`src/rtl/rf_wb_arbiter.sv`:
```
// Register-file write-back arbiter: ALU path plus FIFO-buffered load path.
// Optional forwarding port enabled by defining RF_WB_BYPASS_EN.
module rf_wb_arbiter #(
  parameter int ADDR_WIDTH   = 5,
  parameter int DATA_WIDTH   = 32,
  parameter int FIFO_DEPTH   = 4,
  parameter int STARVE_LIMIT = 3
) (
  input  logic                     Wrclk,
  input  logic                     rst_n,
  input  logic                     alu_valid,
  input  logic [ADDR_WIDTH-1:0]    alu_rd,
  input  logic [DATA_WIDTH-1:0]    alu_data,
  output logic                     alu_ready,
  input  logic                     lsu_valid,
  input  logic [ADDR_WIDTH-1:0]    lsu_rd,
  input  logic [DATA_WIDTH-1:0]    lsu_data,
  output logic                     lsu_ready,
  output logic [ADDR_WIDTH-1:0]    Rw,
  output logic [DATA_WIDTH-1:0]    busW,
  output logic                     RegWr,
  output logic [2**ADDR_WIDTH-1:0] pend_mask,
  input  logic [ADDR_WIDTH-1:0]    fwd_addr,
  output logic                     fwd_hit,
  output logic [DATA_WIDTH-1:0]    fwd_data
);

  localparam int PW = $clog2(FIFO_DEPTH);
  localparam int SW = $clog2(STARVE_LIMIT + 1);
  localparam logic [SW-1:0] SLIM = SW'(STARVE_LIMIT);

  typedef enum logic {
    ALU_PRI,
    LSU_FORCE
  } state_t;

  typedef struct packed {
    logic [ADDR_WIDTH-1:0] rd;
    logic [DATA_WIDTH-1:0] data;
  } wb_t;

  wb_t                   mem [FIFO_DEPTH];
  logic [FIFO_DEPTH-1:0] vld;
  logic [PW:0]           wptr;
  logic [PW:0]           rptr;
  state_t                state;
  logic [SW-1:0]         starve;
  logic [SW-1:0]         starve_nx;
  logic                  full;
  logic                  empty;
  logic                  push;
  logic                  pop;
  logic                  alu_win;
  wb_t                   head;

  assign empty = (wptr == rptr);
  assign full  = (wptr[PW] != rptr[PW]) &&
                 (wptr[PW-1:0] == rptr[PW-1:0]);
  assign head  = mem[rptr[PW-1:0]];

  assign lsu_ready = rst_n && !full;
  assign alu_ready = rst_n && (state == ALU_PRI);
  assign push      = lsu_valid && lsu_ready;
  assign alu_win   = alu_valid && alu_ready;
  // In LSU_FORCE alu_ready is low, so the head pops unconditionally.
  assign pop       = rst_n && !empty && !alu_win;

  always_ff @(posedge Wrclk) begin
    if (push)
      mem[wptr[PW-1:0]] <= '{rd: lsu_rd, data: lsu_data};
  end

  always_ff @(posedge Wrclk) begin
    if (!rst_n) begin
      wptr <= '0;
      rptr <= '0;
      vld  <= '0;
    end else begin
      if (push) begin
        vld[wptr[PW-1:0]] <= 1'b1;
        wptr              <= wptr + (PW+1)'(1);
      end
      if (pop) begin
        vld[rptr[PW-1:0]] <= 1'b0;
        rptr              <= rptr + (PW+1)'(1);
      end
    end
  end

  assign starve_nx = starve + SW'(1);

  always_ff @(posedge Wrclk) begin
    if (!rst_n) begin
      state  <= ALU_PRI;
      starve <= '0;
    end else begin
      unique case (state)
        ALU_PRI: begin
          if (pop || empty) begin
            starve <= '0;
          end else if (alu_win) begin
            starve <= starve_nx;
            if (starve_nx == SLIM)
              state <= LSU_FORCE;
          end
        end
        LSU_FORCE: begin
          if (pop || empty) begin
            state  <= ALU_PRI;
            starve <= '0;
          end
        end
      endcase
    end
  end

  always_ff @(posedge Wrclk) begin
    if (!rst_n) begin
      RegWr <= 1'b0;
      Rw    <= '0;
      busW  <= '0;
    end else if (alu_win) begin
      RegWr <= |alu_rd;
      Rw    <= alu_rd;
      busW  <= alu_data;
    end else if (pop) begin
      RegWr <= |head.rd;
      Rw    <= head.rd;
      busW  <= head.data;
    end else begin
      RegWr <= 1'b0;
    end
  end

  always_comb begin
    pend_mask = '0;
    for (int i = 0; i < FIFO_DEPTH; i++)
      if (vld[i])
        pend_mask[mem[i].rd] = 1'b1;
    pend_mask[0] = 1'b0;
  end

`ifdef RF_WB_BYPASS_EN
  assign fwd_hit  = rst_n && RegWr && (Rw == fwd_addr) &&
                    (fwd_addr != '0);
  assign fwd_data = fwd_hit ? busW : '0;
`else
  logic fwd_unused;
  assign fwd_unused = ^fwd_addr;
  assign fwd_hit    = 1'b0;
  assign fwd_data   = '0;
`endif

endmodule
```
`config.mk`:
```
export PLATFORM = sky130hd
export DESIGN_NAME = rf_wb_arbiter
export DESIGN_NICKNAME = d
export VERILOG_FILES = /design/src/rtl/rf_wb_arbiter.sv
export SDC_FILE = /design/constraint.sdc
export NUM_CORES = 1
export LEC_CHECK = 0
export BUFFER_PORTS_ARGS = -buffer_cell sky130_fd_sc_hd__buf_2
export CAP_MARGIN = 20
export CORE_ASPECT_RATIO = 0.7
export CORE_MARGIN = 2
export CORE_UTILIZATION = 50
export DETAILED_ROUTE_END_ITERATION = 10
export PLACE_DENSITY = 0.77
export SLEW_MARGIN = 20
export SYNTH_ARGS = -nofsm -noshare
export SYNTH_HDL_FRONTEND = slang
export SYNTH_SLANG_ARGS = --single-unit
```
`constraint.sdc`:
```
create_clock -name Wrclk -period 2.3 [get_ports Wrclk]
set_input_delay 0.345 -clock Wrclk [delete_from_list [all_inputs] [get_ports Wrclk]]
set_output_delay 0.345 -clock Wrclk [all_outputs]
set_load 0.01 [all_outputs]
```
# Yosys cells after proc, flatten, opt, wreduce, memory -nomap -nowiden
# Memory sizes are Yosys's and may differ from the RTL's. A register that Yosys moved wholly into a read port is not among the register bits.
# Cells that the tools add are included.
# classes
n_addsub,3
mul,0
div,0
magnitude_cmp,12
n_eq_ne,6
shifts,0
n_mux,38
bitwise,7
reduce_logical,21
# op_table
op,count
$mux 32,6
$or 32x32->32,3
$lt 5x6->1 const B,4
$demux 1 s5,4
$ge 5x1->1 const B,4
$mux 1,14
$logic_and 1x1->1,13
$mux 4,3
$mux 2,5
$mux 5,2
$reduce_or 5->1,2
$add 3x1->3 const B,2
$lt 2x3->1 const B,2
$and 4x4->4,1
$demux 1 s2,2
$ge 2x1->1 const B,2
$not 4->4,1
$or 4x4->4,1
$pmux 2 s2,1
$eq 3x3->1,1
$logic_not 1->1,3
$ne 3x2->1 const B,1
$add 2x1->2 const B,1
$eq 2x2->1,1
other kinds (8),8
# word_totals
regBits,51
latchBits,0
ram_bits,148
mem_bits_ro,0
in_bits,83
wordCells,96
mem_count,1
# memory_table
memory,words,width,read_ports,rd_ports_with_merged_regs,wr,line,source
mem,4,37,5,1,1,42,wb_t mem [FIFO_DEPTH];

# Depth between registers and ports, before layout
# Gate-level depths: netlist of the first run.
# An unclocked memory read counts as a cell.
# depth
word_depth,12
ltp_mapped,7

# Worst setup path after synthesis of the first run
# No wires, ideal clock.
# synth_timing
path_kind,register to register
from,reg rptr[0]
to,mem mem[0][0] in the netlist's numbering (enable)
setup_ps,398
arrival_time_ps,2082
required_ps,1902
setup_slack_ps,-180
stages_incl_launch_ff,5
path_buffers,1
cell_sequence,dfxtp_1 xor2_1 o31a_1 clkbuf_1 and3_1
# synth_via
elab_chain_cells,7
# synth_lines
item,line,source
start: declaration,45,logic [PW:0] rptr;
start signal: assignment,85,rptr <= rptr + (PW+1)'(1);
$eq 2x2->1,58,(wptr[PW-1:0] == rptr[PW-1:0]);
$logic_and 1x1->1,57,assign full = (wptr[PW] != rptr[PW]) &&
$logic_not 1->1,61,assign lsu_ready = rst_n && !full;
$logic_and 1x1->1,61,
via lsu_ready,18,"output logic lsu_ready,"
$logic_and 1x1->1,63,assign push = lsu_valid && lsu_ready;
$mux 1,69,if (push)
$mux 1 (implied by the code),70,"mem[wptr[PW-1:0]] <= '{rd: lsu_rd, data: lsu_data};"
end: declaration,42,
# The timed path passes the listed nets, and every way through them passes these cells.

==> flow_summary.toml, run 1 <==
[synth]
synth_xor_area_share_pct = 0.584
synth_edf_count = 148
synth.yosys.seq_area_share_pct = 61.2
ys.flop_type = "edfxtp_1"
syn_avg_cell_area_um2 = 13.9
netlist_area_um2 = 9000
yosysTopAreaCellShare_pct = 49.4
synth.most_common_cell = "edfxtp_1"
synth_fa_ha_area_share_pct = 1.25
synth_mux_area_share_pct = 13.6
synthDistinctLibCells = 48
ys_async_sr_fraction_pct = 0
synth_top_family_by_area = "multiplexers"
synthTopCellsByArea = "edfxtp_1, dfxtp_1, mux4_2, mux2i_1, buf_4"
yosys.area.top_type = "edfxtp_1"
synth_common_cells = "edfxtp_1, dfxtp_1, a21oi_1, mux2i_1, o21ai_0"
yosysWarningCount = 0
synth_seq_cells = 201
synth_compound_area_share_pct = 10.7
post_synth_and_or_nand_nor_area_fraction_pct = 7.33
netlist_instances = 646

[cts]
hold_buffers = 0
htreeDepth = 1
cts-buffers-inserted = 20
cts_tree = "yes"
cts.sinks = 201
clk_path_buf_depth = 3
clkLatencyLatePin_ps = 510
cts_root_buffer = "clkbuf_16"
clk_pin_slew_ps = 60

[placed_design]
dp.cells = 1002
pre_cts_slack_ps = 263
io_buffers = 148
hpwl_um = 15100
gp_congestion = 0.978

[min_path]
min_from = "lsu_data[19]"
hp-class = "in2reg"
holdPathStages = 1
holdPathEnd = "mem[3][19]"

[pwr]
intPower_uw = 7640
p_leak_uw = 0.00423
power_density_nw_per_um2 = 951
switching_share_pct = 27.4
p_seq_share_pct = 42.6
ir_worst_vdd_uv = 773
p_sw_uw = 2880
p_comb_share_pct = 24.2
pwr-share-clk_pct = 33.3
finalPower_uw = 10500

[cells_and_area]
syn2layout_area_growth_pct = 22.9
multiInputGateArea_um2 = 3310
fill_cells = 1276
final_cells = 1066
layout.nets = 912
drive_above_1_share_pct = 36.9
seqCellArea_um2 = 5510

[critical_path]
cp_slowest_cell = "edfxtp_1"
max_stage_delay_ps = 490
end_kind = "output pin"
worstPathCellList = "buf_6 > nand3b_1 > o22ai_1 > a221o_1 > buf_2"
r2r_slack_ps = 230
crit_path_max_fanout = 7
arrival_ps = 2000
cp.required_ps = 1960
r2r-end = "RegWr"
critical_path_class = "reg2out"
r2r-start = "mem[1][36]"
r2r_cells = 6
critPathLaunchType = "flip-flop"

[timing]
setup_viol = 3
post-route-period-util_pct = 102
layout_setup_ws_ps = -43.6
clock.fmax_ghz = 0.427
rsz0062_at_grt = "yes"
finalSetupTns_ps = -59.5
finalHoldViolCount = 0
period_needed_ps = 2340
clock_skew_ps = 17.2
whs_ps = 49.6
drv_slew = 0

[drt]
drt_iter0_markers = 711
post_drt_wl_per_cell_um = 21.2
wl_um = 22600
antenna_left = 0
drc = 0
firstDrtPassIters = 6
vias = 6265
vias_per_cell = 5.88

[grt]
grt_overflow = 0
antenna_found_initial = 2
grt_pass1_wl_um = 33900
grt_pass1_vias = 6239
track_usage_pct = 23.5
grt_start_max_net_pins = 75

[floorplanning]
ios = 188
die_h_um = 116
die_w_um = 164
design.die.area_um2 = 19100
rows = 40
core_area_um2 = 17400
initial_utilization_pct = 51.8

[outcome]
violations = "negative setup slack"
status = "complete, but fails checks"

[flow_run]
drv_cap = 0
==> flip-flops by register name (all words and copies together) (netlist names), named ones only <==
signal,cells
Rw,5
busW,32
state,1
rptr,3
starve,2
RegWr,1
wptr,3
mem,148
vld,4
==> kinds of logic after synthesis <==
group           Yosys count
compound gates          151
xor+xnor                  6
fa+ha+maj                 9
buf+inv                  85
flops                   201
mux                      76
other cells               1
simple gates            117
==> worst max-delay path by stage <==
stage	startpoint	to	slack (ps)
after floorplan	rptr[0]	mem[3][0]	150
after CTS	mem[1][36]	pend_mask[5]	4
after detailed placement	wptr[0]	mem[1][25]	260
after global placement	mem[2][33]	pend_mask[24]	310
final	mem[3][34]	pend_mask[27]	-40
after global routing	mem[3][34]	pend_mask[27]	-70
==> through the flow <==
step / util, % / area [um^2]
after CTS: 62.4 / 10800
after global routing: 63.7 / 11100
after detailed placement: 57.4 / 9960
after floorplan: - / 9130
final: 63.7 / 11100
after global placement: 57.4 / 9960
==> layout by cell type, fill, tap and decap left out, types with 9 or more instances in the layout <==
master | Yosys | final
buf_4 | 35 | 32
o21ai_0 | 38 | 38
o22ai_1 | 13 | 11
mux4_2 | 37 | 37
nor2_1 | 26 | 22
clkbuf_16 | 0 | 20
a221o_1 | 12 | 12
conb_1 | 1 | 34
buf_2 | 7 | 149
a21oi_1 | 47 | 46
nand2_1 | 22 | 19
nand3b_1 | 9 | 9
inv_1 | 9 | 9
dfxtp_1 | 53 | 50
o221ai_1 | 14 | 11
ha_1 | 9 | 9
edfxtp_1 | 148 | 148
mux2i_1 | 39 | 39
==> critical path, delay by kind of cell (launching register included) <==
| kind | cells | cell delay (ps) |
|---|---|---|
| and+or+nand+nor | 1 | 290 |
| AOI/OAI and AO/OA | 2 | 410 |
| buffers and inverters | 2 | 310 |
| DFF | 1 | 490 |
==> metal layers <==
| layer | part of all wire [%] | vias to the layer above | GRT usage [%] |
|---|---|---|---|
| met5 | 0.053 | - | 0 |
| met4 | 3.4 | 2 | 7.89 |
| met3 | 10 | 70 | 5.61 |
| met2 | 45 | 322 | 36.8 |
| met1 | 41 | 3054 | 32.7 |
| li1 | - | 2817 | - |
==> what timing repair did <==
action	CTS	global route
setup endpoints to repair	21	26
pin swaps	0	11
hold endpoints to repair	0	0
resized for setup	12	35
buffers inserted	16	11
==> power by group through the flow <==
stage	sequential (uW)	clock (uW)	combinational, uW
after floorplan	4570	0	1750
after global placement	4530	0	2470
after detailed placement	4550	0	2510
after CTS	4470	3550	2550
after global routing	4510	3690	2750
final	4470	3500	2540
==> layout make-up <==
class | instances | area share, %
multi-input combinational | 393 | 29.9
clock buffer | 28 | 5.07
clock inverter | 8 | 1.48
timing repair buffer | 195 | 10.8
sequential | 201 | 49.8
inverter | 9 | 0.305
tap | 231 | 2.61
antenna | 1 | 0.0226
(Power assumes the default switching activity.)
==> run 2: changes to the inputs <==
--- a/config.mk
+++ b/config.mk
@@ -11,7 +11,7 @@
 export CORE_MARGIN = 2
 export CORE_UTILIZATION = 50
 export DETAILED_ROUTE_END_ITERATION = 10
-export PLACE_DENSITY = 0.77
+export PLACE_DENSITY_LB_ADDON = 0.15
 export SLEW_MARGIN = 20
 export SYNTH_ARGS = -nofsm -noshare
 export SYNTH_HDL_FRONTEND = slang
==> constraint.sdc (replaced) <==
create_clock -name Wrclk -period 2.05 [get_ports Wrclk]
set_input_delay 0.3075 -clock Wrclk [delete_from_list [all_inputs] [get_ports Wrclk]]
set_output_delay 0.3075 -clock Wrclk [all_outputs]
set_load 0.01 [all_outputs]
==> run 2 against run 1 <==
The flow still finishes with violations (negative setup slack). Setup slack got worse by 180 ps. Core utilization rose by 2.1 points. Sequential share of layout area fell by 1.5 points. Die area did not move. Clock power rose by 2%. Power rose by 9.5%. Highest routed layer is now met4.
==> flow_summary.toml, run 2 (same netlist as run 1, synthesis figures left out) <==
[grt]
track_usage_pct = 24.0
grt_pass1_vias = 6356
grt_start_max_net_pins = 44
grt_pass1_wl_um = 35000
grt_overflow = 0
antenna_found_initial = 1

[critical_path]
end_kind = "output pin"
critPathLaunchType = "flip-flop"
crit_path_max_fanout = 7
r2r_slack_ps = 30
r2r-end = "RegWr"
cp.required_ps = 1740
r2r_cells = 6
arrival_ps = 1970
critical_path_class = "reg2out"
r2r-start = "mem[3][33]"

[drt]
drc = 0
routed.top_layer = "met4"
wl_met2_um = 10400
vias_per_cell = 5.88
antenna_left = 0
drt_iter0_markers = 690
post_drt_wl_per_cell_um = 20.9
firstDrtPassIters = 6
dr_wl_met3_um = 1920
wl_um = 23100
vias = 6478
wirelength_met1_um = 10200

[floorplanning]
die_w_um = 164
design.die.area_um2 = 19100
die_h_um = 116
ios = 188
rows = 40
initial_utilization_pct = 51.8
core_area_um2 = 17400

[cells_and_area]
final_cell_mix = "edfxtp_1, buf_2, buf_4"
fill_cells = 1282
syn2layout_area_growth_pct = 27.0
post-route-util_pct = 65.8
final_design_area_no_fill_um2 = 11400
final_cells = 1102
layout.nets = 947
largest_register_ffs = 148
drive_above_1_share_pct = 42.2
final_common_cell = "edfxtp_1"

[pwr]
power_density_nw_per_um2 = 1010
p_leak_uw = 0.00439
ir_worst_vdd_uv = 756

[min_path]
min_from = "lsu_data[28]"
holdPathStages = 1
hp-class = "in2reg"
holdPathEnd = "mem[2][28]"

[outcome]
violations = "negative setup slack"
status = "complete, but fails checks"

[timing]
finalSetupTns_ps = -4370
drv_slew = 0
post-route-period-util_pct = 111
setup_viol = 31
layout_setup_ws_ps = -224
rsz0062_at_grt = "yes"
finalHoldViolCount = 0
period_needed_ps = 2270
clock_skew_ps = 23.7
clock.fmax_ghz = 0.440

[cts]
clk_pin_slew_ps = 60
cts-buffers-inserted = 20
cts.sinks = 201
cts_tree = "yes"
htreeDepth = 1
clkLatencyLatePin_ps = 500
clk_path_buf_depth = 3
cts_root_buffer = "clkbuf_16"

[placed_design]
dp.cells = 1027
io_buffers = 148
gp_congestion = 0.923
hpwl_um = 14900
place_area_um2 = 10100

[flow_run]
drv_cap = 0
## run 2: cell types whose count changed in the layout (fill, tap and decap cells not counted), sizes merged
cell / change
clkbuf: -3
inv: +1
buf: +34
clkinv: +4
bufinv: -2
dlygate4sd3: +1
diode: +1
## run 2: per-stage QoR
step           power [uW]  hold slack (ps)  worst slack [ps]
3_5_place_dp         7990              403               211
5_1_grt             12100             5.83              -291
3_3_place_gp         7920              398               219
6_report            11500             20.9              -224
4_1_cts             11600             1.07              -181
2_1_floorplan        7100              391             -43.4
## run 2: worst max-delay path by stage
stage	start	slack (ps)	cells after the start	end
floorplan	rptr[0]	-40	4	mem[0][0]
global placement	flip-flop	220	5	RegWr
detailed placement	flip-flop	210	5	RegWr
CTS	mem[1][35]	-180	6	pend_mask[23]
global route	mem[1][35]	-290	6	pend_mask[23]
finish	mem[1][35]	-220	4	pend_mask[18]
## run 2: cell type report
class	instances	area (um^2)	area share (%)
clock inverters	11	130	1.14
diodes	2	5.00	0.0438
repair buffers	230	1530	13.4
well taps	231	289	2.53
flip-flops and latches	201	5510	48.3
inverters	9	33.8	0.296
clock buffers	25	519	4.54
multi-input cells	393	3400	29.8
## run 2: routing by layer
metal | global-route usage (%) | vias to the layer above
li1 | - | 2898
met1 | 34.4 | 3192
met2 | 37.2 | 337
met3 | 5.58 | 51
met4 | 6.67 | 0
met5 | 0 | -
## run 2: power by group
| part | total, uW | internal (uW) | switching [uW] |
|---|---|---|---|
| Combinational | 2970 | 1430 | 1550 |
| Sequential | 4980 | 4770 | 212 |
| Clock | 3570 | 2080 | 1490 |
## run 2: worst max-delay path, cell delays in order (launching register included)
cell      delay [ps]
edfxtp_1         530
or3b_4           470
o22ai_2          180
a221o_1          170
buf_6            120
## run 2: repair_timing
| item | CTS | global route |
|---|---|---|
| gates resized for setup | 55 | 34 |
| endpoints found under the setup margin | 32 | 32 |
| cloned | 1 | 0 |
| pin swaps | 22 | 18 |
| buffers inserted | 24 | 12 |
| hold buffers | 1 | 0 |
| endpoints found under the hold margin | 2 | 0 |
==> run 3: changes to the inputs <==
--- a/config.mk
+++ b/config.mk
@@ -11,6 +11,7 @@
 export CORE_MARGIN = 2
 export CORE_UTILIZATION = 50
 export DETAILED_ROUTE_END_ITERATION = 10
+export HOLD_SLACK_MARGIN = 0.06
 export PLACE_DENSITY_LB_ADDON = 0.15
 export SLEW_MARGIN = 20
 export SYNTH_ARGS = -nofsm -noshare
==> run 3 against run 2 <==
The run still ends with negative setup slack left. Sequential power is essentially flat. Clock power is essentially flat. Flip-flop and latch count is the same. Global-route usage grew 0.18 points. Sequential share of layout area shrank 1.5 points. Wire length grew 1.2%. Setup slack lost 5.1 ps. Critical path depth is the same. Largest power group unchanged.
==> flow_summary.toml, run 3 (same netlist as run 1, synthesis figures left out) <==
[outcome]
status = "complete, but fails checks"
violations = "negative setup slack"

[placed_design]
gp_congestion = 0.923
place_area_um2 = 10100
pre_cts_slack_ps = 211
io_buffers = 148
hpwl_um = 14900

[pwr]
finalPower_uw = 11600
ir_worst_vdd_uv = 769
power_density_nw_per_um2 = 983
p_leak_uw = 0.00454

[drt]
dr_wl_met3_um = 1740
vias = 6580
wl_um = 23300
firstDrtPassIters = 5
post_drt_wl_per_cell_um = 20.5
drc = 0
vias_per_cell = 5.79
wl_met2_um = 10700
drt_iter0_markers = 631
routed.top_layer = "met4"
wirelength_met1_um = 10400
antenna_left = 0

[critical_path]
worstPathCellList = "or3b_4 > o22ai_2 > a221o_1 > buf_6"
cp.required_ps = 1740
critPathLaunchType = "flip-flop"
end_kind = "output pin"
startpoint = "mem[1][35]"
r2r-start = "mem[3][33]"
cp_slowest_cell = "edfxtp_1"
max_stage_delay_ps = 530
crit_path_max_fanout = 7
arrival_ps = 1970
critical_path_class = "reg2out"

[cts]
cts_root_buffer = "clkbuf_16"
htreeDepth = 1
cts-buffers-inserted = 20
clkLatencyLatePin_ps = 510
cts_tree = "yes"
clk_pin_slew_ps = 60
cts.sinks = 201
clk_path_buf_depth = 3

[min_path]
min_from = "alu_rd[0]"
hp-class = "in2reg"

[cells_and_area]
fill_cells = 1251
post-route-util_pct = 67.8
drive_above_1_share_pct = 40.6
final_design_area_no_fill_um2 = 11800
final_common_cell = "edfxtp_1"
layout.nets = 983
syn2layout_area_growth_pct = 31.0
largest_register_ffs = 148
final_cell_mix = "edfxtp_1, buf_2, buf_4"

[timing]
clock.fmax_ghz = 0.439
clock_skew_ps = 24.1
period_needed_ps = 2280
rsz0062_at_grt = "yes"
finalSetupTns_ps = -4470
finalHoldViolCount = 0
post-route-period-util_pct = 111
layout_setup_ws_ps = -229
setup_viol = 31
drv_slew = 0

[floorplanning]
initial_utilization_pct = 51.8
rows = 40
design.die.area_um2 = 19100
ios = 188
core_area_um2 = 17400
die_h_um = 116
die_w_um = 164

[grt]
grt_pass1_vias = 6500
grt_start_max_net_pins = 44
grt_overflow = 0
antenna_found_initial = 0
track_usage_pct = 24.2
grt_pass1_wl_um = 35300

[flow_run]
drv_cap = 0
## run 3: cell types whose count changed in the layout (fill, tap and decap cells not counted), sizes merged
cell	delta
dlygate4sd3	+36
diode	-1
## run 3: stage by stage
stage / hold WS [ps] / instances
after CTS: 62.9 / 1124
after floorplan: 391 / 679
after global placement: 398 / 1027
after detailed placement: 403 / 1027
final: 77.8 / 1137
after global routing: 94.0 / 1136
## run 3: final cells by class
| class | count | area [um^2] | area share [%] |
|---|---|---|---|
| multi-input combinational | 393 | 3400 | 28.9 |
| timing repair buffer | 266 | 1890 | 16.1 |
| antenna | 1 | 2.50 | 0.0212 |
| inverter | 9 | 33.8 | 0.287 |
| tap | 231 | 289 | 2.45 |
| sequential | 201 | 5510 | 46.8 |
| clock buffer | 25 | 519 | 4.41 |
| clock inverter | 11 | 130 | 1.10 |
## run 3: routing by layer
metal | track usage, % | up-vias
met5 | 0 | -
met4 | 6.73 | 0
met3 | 5.22 | 57
met2 | 37.9 | 306
met1 | 34.6 | 3247
li1 | - | 2970
## run 3: repair_timing
action                                  4_1_cts  5_1_grt
resized for setup                            55       34
pin swaps                                    22       18
endpoints found under the hold margin       142        0
buffers inserted                             24       12
hold buffers                                 37        0
cloned                                        1        0
endpoints found under the setup margin       32       32
## run 3: critical path, delay by kind of cell (launching register included)
kind / cells / cell delay (ps)
buffers and inverters: 1 / 120
AO/OA/AOI/OAI: 2 / 350
flip-flops: 1 / 530
AND/OR/NAND/NOR: 1 / 470
## run 3: worst paths after layout
path	slack, ps	endpoint	cells past startpoint
min	80	RegWr	3
min reg2reg	410	starve[0]	1
max	-230	pend_mask[18]	4
max reg2reg	40	RegWr	6
## run 3: report_power, final
group	internal, uW	leakage, uW	switching [uW]
Sequential	4770	0.00179	213
Clock	2080	0.000317	1490
Combinational	1470	0.00243	1560
Total	8320	0.00454	3270
